==> src/rtl/uc_microc.sv <==
// Control unit for the single-cycle microcontroller: opcode decode plus WAIT/HALT sequencing and PC hold.
// Optional UC_TRAP_EN: undefined 11xxxx opcodes halt the core and raise trap.
module uc_microc #(
    parameter logic [5:0]  HALT_OPCODE = 6'b111111,
    parameter int unsigned WAIT_W      = 3
) (
    input  logic       clk,
    input  logic       reset,
    input  logic [5:0] Opcode,
    input  logic       z,
    output logic       s_inc,
    output logic       s_inm,
    output logic       we3,
    output logic       wez,
    output logic [2:0] Op,
    output logic       pc_en,
    output logic       halted,
    output logic       trap
);

    typedef enum logic [1:0] {
        S_RUN  = 2'd0,
        S_WAIT = 2'd1,
        S_HALT = 2'd2
    } state_t;

    state_t            r_state;
    state_t            w_state_nxt;
    logic [WAIT_W-1:0] r_cnt;
    logic [WAIT_W-1:0] w_cnt_nxt;
    logic              w_trap_set;

    // Decode and sequencing; outputs stay at their idle values while reset is held.
    always_comb begin
        s_inc       = 1'b0;
        s_inm       = 1'b0;
        we3         = 1'b0;
        wez         = 1'b0;
        Op          = 3'b000;
        pc_en       = 1'b1;
        halted      = 1'b0;
        w_state_nxt = r_state;
        w_cnt_nxt   = r_cnt;
        w_trap_set  = 1'b0;
        if (reset) begin
            case (r_state)
                S_RUN: begin
                    if (Opcode == HALT_OPCODE) begin
                        pc_en       = 1'b0;
                        w_state_nxt = S_HALT;
                    end else begin
                        casez (Opcode)
                            6'b0?????: begin
                                Op  = Opcode[4:2];
                                we3 = 1'b1;
                                wez = 1'b1;
                            end
                            6'b100???: begin
                                s_inm = 1'b1;
                                we3   = 1'b1;
                            end
                            6'b101???: begin
                                pc_en       = 1'b0;
                                w_cnt_nxt   = WAIT_W'(Opcode[2:0]);
                                w_state_nxt = S_WAIT;
                            end
                            6'b110000: s_inc = 1'b1;
                            6'b110001: s_inc = z;
                            6'b110010: s_inc = ~z;
                            6'b110011: ;
                            default: begin
`ifdef UC_TRAP_EN
                                pc_en       = 1'b0;
                                w_state_nxt = S_HALT;
                                w_trap_set  = 1'b1;
`endif
                            end
                        endcase
                    end
                end
                S_WAIT: begin
                    if (r_cnt != '0) begin
                        pc_en     = 1'b0;
                        w_cnt_nxt = r_cnt - WAIT_W'(1);
                    end else begin
                        w_state_nxt = S_RUN;
                    end
                end
                S_HALT: begin
                    pc_en  = 1'b0;
                    halted = 1'b1;
                end
                default: w_state_nxt = S_RUN;
            endcase
        end
    end

    always_ff @(posedge clk or negedge reset) begin
        if (!reset) begin
            r_state <= S_RUN;
            r_cnt   <= '0;
        end else begin
            r_state <= w_state_nxt;
            r_cnt   <= w_cnt_nxt;
        end
    end

`ifdef UC_TRAP_EN
    logic r_trap;

    // Sticky cause flag; only reset leaves HALT, so it also clears here.
    always_ff @(posedge clk or negedge reset) begin
        if (!reset) begin
            r_trap <= 1'b0;
        end else if (w_trap_set) begin
            r_trap <= 1'b1;
        end
    end

    assign trap = r_trap & (r_state == S_HALT);
`else
    assign trap = 1'b0 & w_trap_set;
`endif

endmodule

==> config.mk <==
export PLATFORM = sky130hd
export DESIGN_NAME = uc_microc
export DESIGN_NICKNAME = d
export VERILOG_FILES = /design/src/rtl/uc_microc.sv
export SDC_FILE = /design/constraint.sdc
export NUM_CORES = 1
export LEC_CHECK = 0
export CORE_ASPECT_RATIO = 0.9
export CORE_MARGIN = 2
export CORE_UTILIZATION = 30
export CTS_CLUSTER_DIAMETER = 80
export DETAILED_ROUTE_END_ITERATION = 16
export PLACE_DENSITY = 0.7
export SLEW_MARGIN = 20
export SYNTH_ARGS = -nofsm -noshare
export SYNTH_HDL_FRONTEND = slang
export SYNTH_SLANG_ARGS = --single-unit
==> constraint.sdc <==
create_clock -name clk -period 1.5 [get_ports clk]
set_input_delay 0.3 -clock clk [delete_from_list [all_inputs] [get_ports clk]]
set_output_delay 0.3 -clock clk [all_outputs]
set_load 0.01 [all_outputs]
==> impl_metrics.ini <==
[global_routing]
grt_pass1_vias = 676
grt_max_degree = 13
grt_util_all_layers_pct = 18.24
overflow = 0
grt_antenna_before_repair = 0
grt_pass1_wl_um = 2760

[worst_setup_path]
worst_setup_path_end_kind = output port
worstPathArrival_ns = 1.42
r2r_start = r_state[1]
startpoint = r_state[0]
cp_cell_sequence = nand2b_4, nor2_4, nand3b_1, nor4b_2, buf_2
required_ns = 1.20
critPathLaunchType = register
crit_type = reg2out
crit_buf_inv = 1
path_delay_family = simple AND/OR/NAND/NOR gates
path_max_fanout = 3
slowest_delay_ns = 0.37
slowest_stage = dfrtp_1

[place]
postPlaceCellArea_sq_um = 819.5
port_buffers = 17
dp.final_hpwl_um = 1135
dpl_worst_slack_ns = -0.8107
placedCellCount = 117
place_congestion = 0.7834

[sta]
fin_crit_ns = 1.719
slew_violations = 0
rsz0062_at_grt = true
setup_ws_ns = -0.2191
setup_viol = 8
finalClockSkew_ns = 0.006677
holdWs_ns = 0.2754
period_share_pct = 114.6
tns_ns = -0.9138
finalHoldViolations = 0
clock.fmax_mhz = 581.7

[yosys]
synthMuxAreaShare_pct = 2.184
synthSimpleGateAreaFrac_pct = 39.08
synth_compound_area_share_pct = 22.09
synth_warnings = 0
syn_area_sq_um = 515.5
avgSynthCellArea_sq_um = 8.314
syn_nets = 73
post_synth_num_cell_types = 31
synth_top_family_by_area = simple AND/OR/NAND/NOR gates
synth_seq_area_share_pct = 24.27
ys_seq_elements = 5
syn_inst = 62
synth_fa_ha_area_share_pct = 4.854
synthXorXnorAreaFrac_pct = 0

[cts]
root_buffer = clkbuf_4
h-tree-depth = 1
clock_path_buffers = 2
cts_buffers = 3
cts_tree = done
cts_hold_buf = 0
clkLatencyLatePin_ns = 0.24
cts_sinks = 5
path_clk_slew_ns = 0.05

[drt]
ant_nets = 0
vias = 642
route.detailed.drc = 0
drt-initial-drc-count = 9
wl_um = 1651
wl_per_cell_um = 12.51
drt-pass1-iter-count = 4
viasPerCell = 4.864

[pwr]
seqPwrFrac_pct = 16.5
p_clk_share_pct = 12.0
p_sw_share_pct = 38.08
powerDensity_nw_per_um2 = 1410
ir_drop_mv = 0.6200
p_sw_uw = 515.4
comb_power_share_pct = 71.4
p_int_uw = 837.9
p_leak_uw = 0.0004781

[floorplanning]
die_area_sq_um = 2066
placeableCoreArea_sq_um = 1647
fp.dieH_um = 43.33
rows = 14
die_x_um = 47.70
io_pins = 19
start_util_pct = 31.31

[final_layout]
nFillCells = 168
final_area_sq_um = 959.7
drive_gt1_share_pct = 56.48
layout-area-overhead-vs-synth_pct = 86.17
final_common_cell = buf_4
nNetsFinal = 120
final_cell_mix = buf_4, buf_2, nor2_1, dlygate4sd2_1
diodes = 0
ff_latch_area_sq_um = 126.4
stdcell_count = 132
multiInputGateArea_sq_um = 425.4

[status]
violations = setup timing
outcome = finished, violations left

[job]
cap_violations = 0

[worst_hold_path]
hold_path.class = in2async
metrics by stage:
step	utilization, %	total power (uW)
floorplan	-	608.8
global placement	49.77	896.5
detailed placement	49.77	918.5
CTS	57.37	1330
global route	58.28	1463
finish	58.28	1353
cell families after synthesis:
family / count (synthesis)
mux: 1
flops: 5
other cells: 1
compound gates: 15
fa+ha+maj: 2
buf+inv: 6
simple gates: 32
worst min-delay path: stages:
cell and delay, ns:
dlygate4sd2_1 0.27, buf_6 0.12, buf_4 0.17
metal layers:
layer | global-route usage, % | part of all wire [%] | vias up
li1 | - | - | 313
met1 | 20.67 | 42 | 310
met2 | 34.40 | 55 | 19
met3 | 1.702 | 3.1 | 0
met4 | 4.865 | 0 | 0
met5 | 0 | 0 | -
timing repair:
| action | CTS | global route |
|---|---|---|
| pin swaps | 9 | 8 |
| cloned | 0 | 0 |
| setup endpoints to repair | 9 | 11 |
| gates resized for setup | 60 | 9 |
| setup buffers | 11 | 2 |
power groups by stage:
stage | sequential (uW) | combinational (uW) | clock, uW
final | 224 | 966 | 163
after global routing | 227 | 1060 | 174
after CTS | 222 | 944 | 164
after detailed placement | 217 | 701 | 0
after global placement | 215 | 681 | 0
after floorplan | 226 | 383 | 0
synth_stat cells:
| master | count | area, sq um |
|---|---|---|
| nor2_1 | 6 | 22.52 |
| dfrtp_1 | 5 | 125.1 |
| nand2_1 | 5 | 18.77 |
| and2_1 | 4 | 25.02 |
| a21oi_1 | 3 | 15.01 |
| and3_1 | 3 | 18.77 |
| inv_1 | 3 | 11.26 |
| nand3b_1 | 3 | 22.52 |
| o22ai_1 | 3 | 18.77 |
| a31oi_1 | 2 | 12.51 |
| ha_1 | 2 | 25.02 |
| nand2b_1 | 2 | 12.51 |
| nand3_1 | 2 | 10.01 |
| o211ai_1 | 2 | 15.01 |
| a211oi_2 | 1 | 12.51 |
| and2b_4 | 1 | 10.01 |
| and3b_4 | 1 | 12.51 |
| buf_2 | 1 | 5.000 |
| buf_4 | 1 | 7.510 |
| buf_6 | 1 | 11.26 |
| conb_1 | 1 | 3.750 |
| mux2_2 | 1 | 11.26 |
| nand2b_2 | 1 | 8.760 |
| nand4b_1 | 1 | 8.760 |
| nor2_2 | 1 | 6.260 |
| nor3_2 | 1 | 10.01 |
| nor4b_2 | 1 | 15.01 |
| o211ai_4 | 1 | 21.27 |
| o21ai_0 | 1 | 5.000 |
| o21ai_1 | 1 | 5.000 |
| o31a_1 | 1 | 8.760 |
flip-flops by register name, indices dropped and copies added (netlist names):
register / cells
r_state: 2
r_cnt: 3
path summary, 6_finish.rpt:
kind,cells after the start,endpoint,slack (ns)
max in group asynchronous,3,r_state[1],1.07
worst max-delay path,5,s_inc,-0.22
worst min register to register,2,r_cnt[1],0.51
min in group clk,2,r_cnt[1],0.51
worst min-delay path,3,r_state[1],0.28
worst max register to register,6,r_cnt[2],0.02
layout make-up:
cell class / count / area share, %
multi-input combinational: 51 / 44.33
timing repair buffer: 45 / 35.46
sequential: 5 / 13.17
tap: 24 / 3.129
clock buffer: 4 / 2.738
inverter: 3 / 1.173
Note: power is estimated with default switching activity, not from simulation.
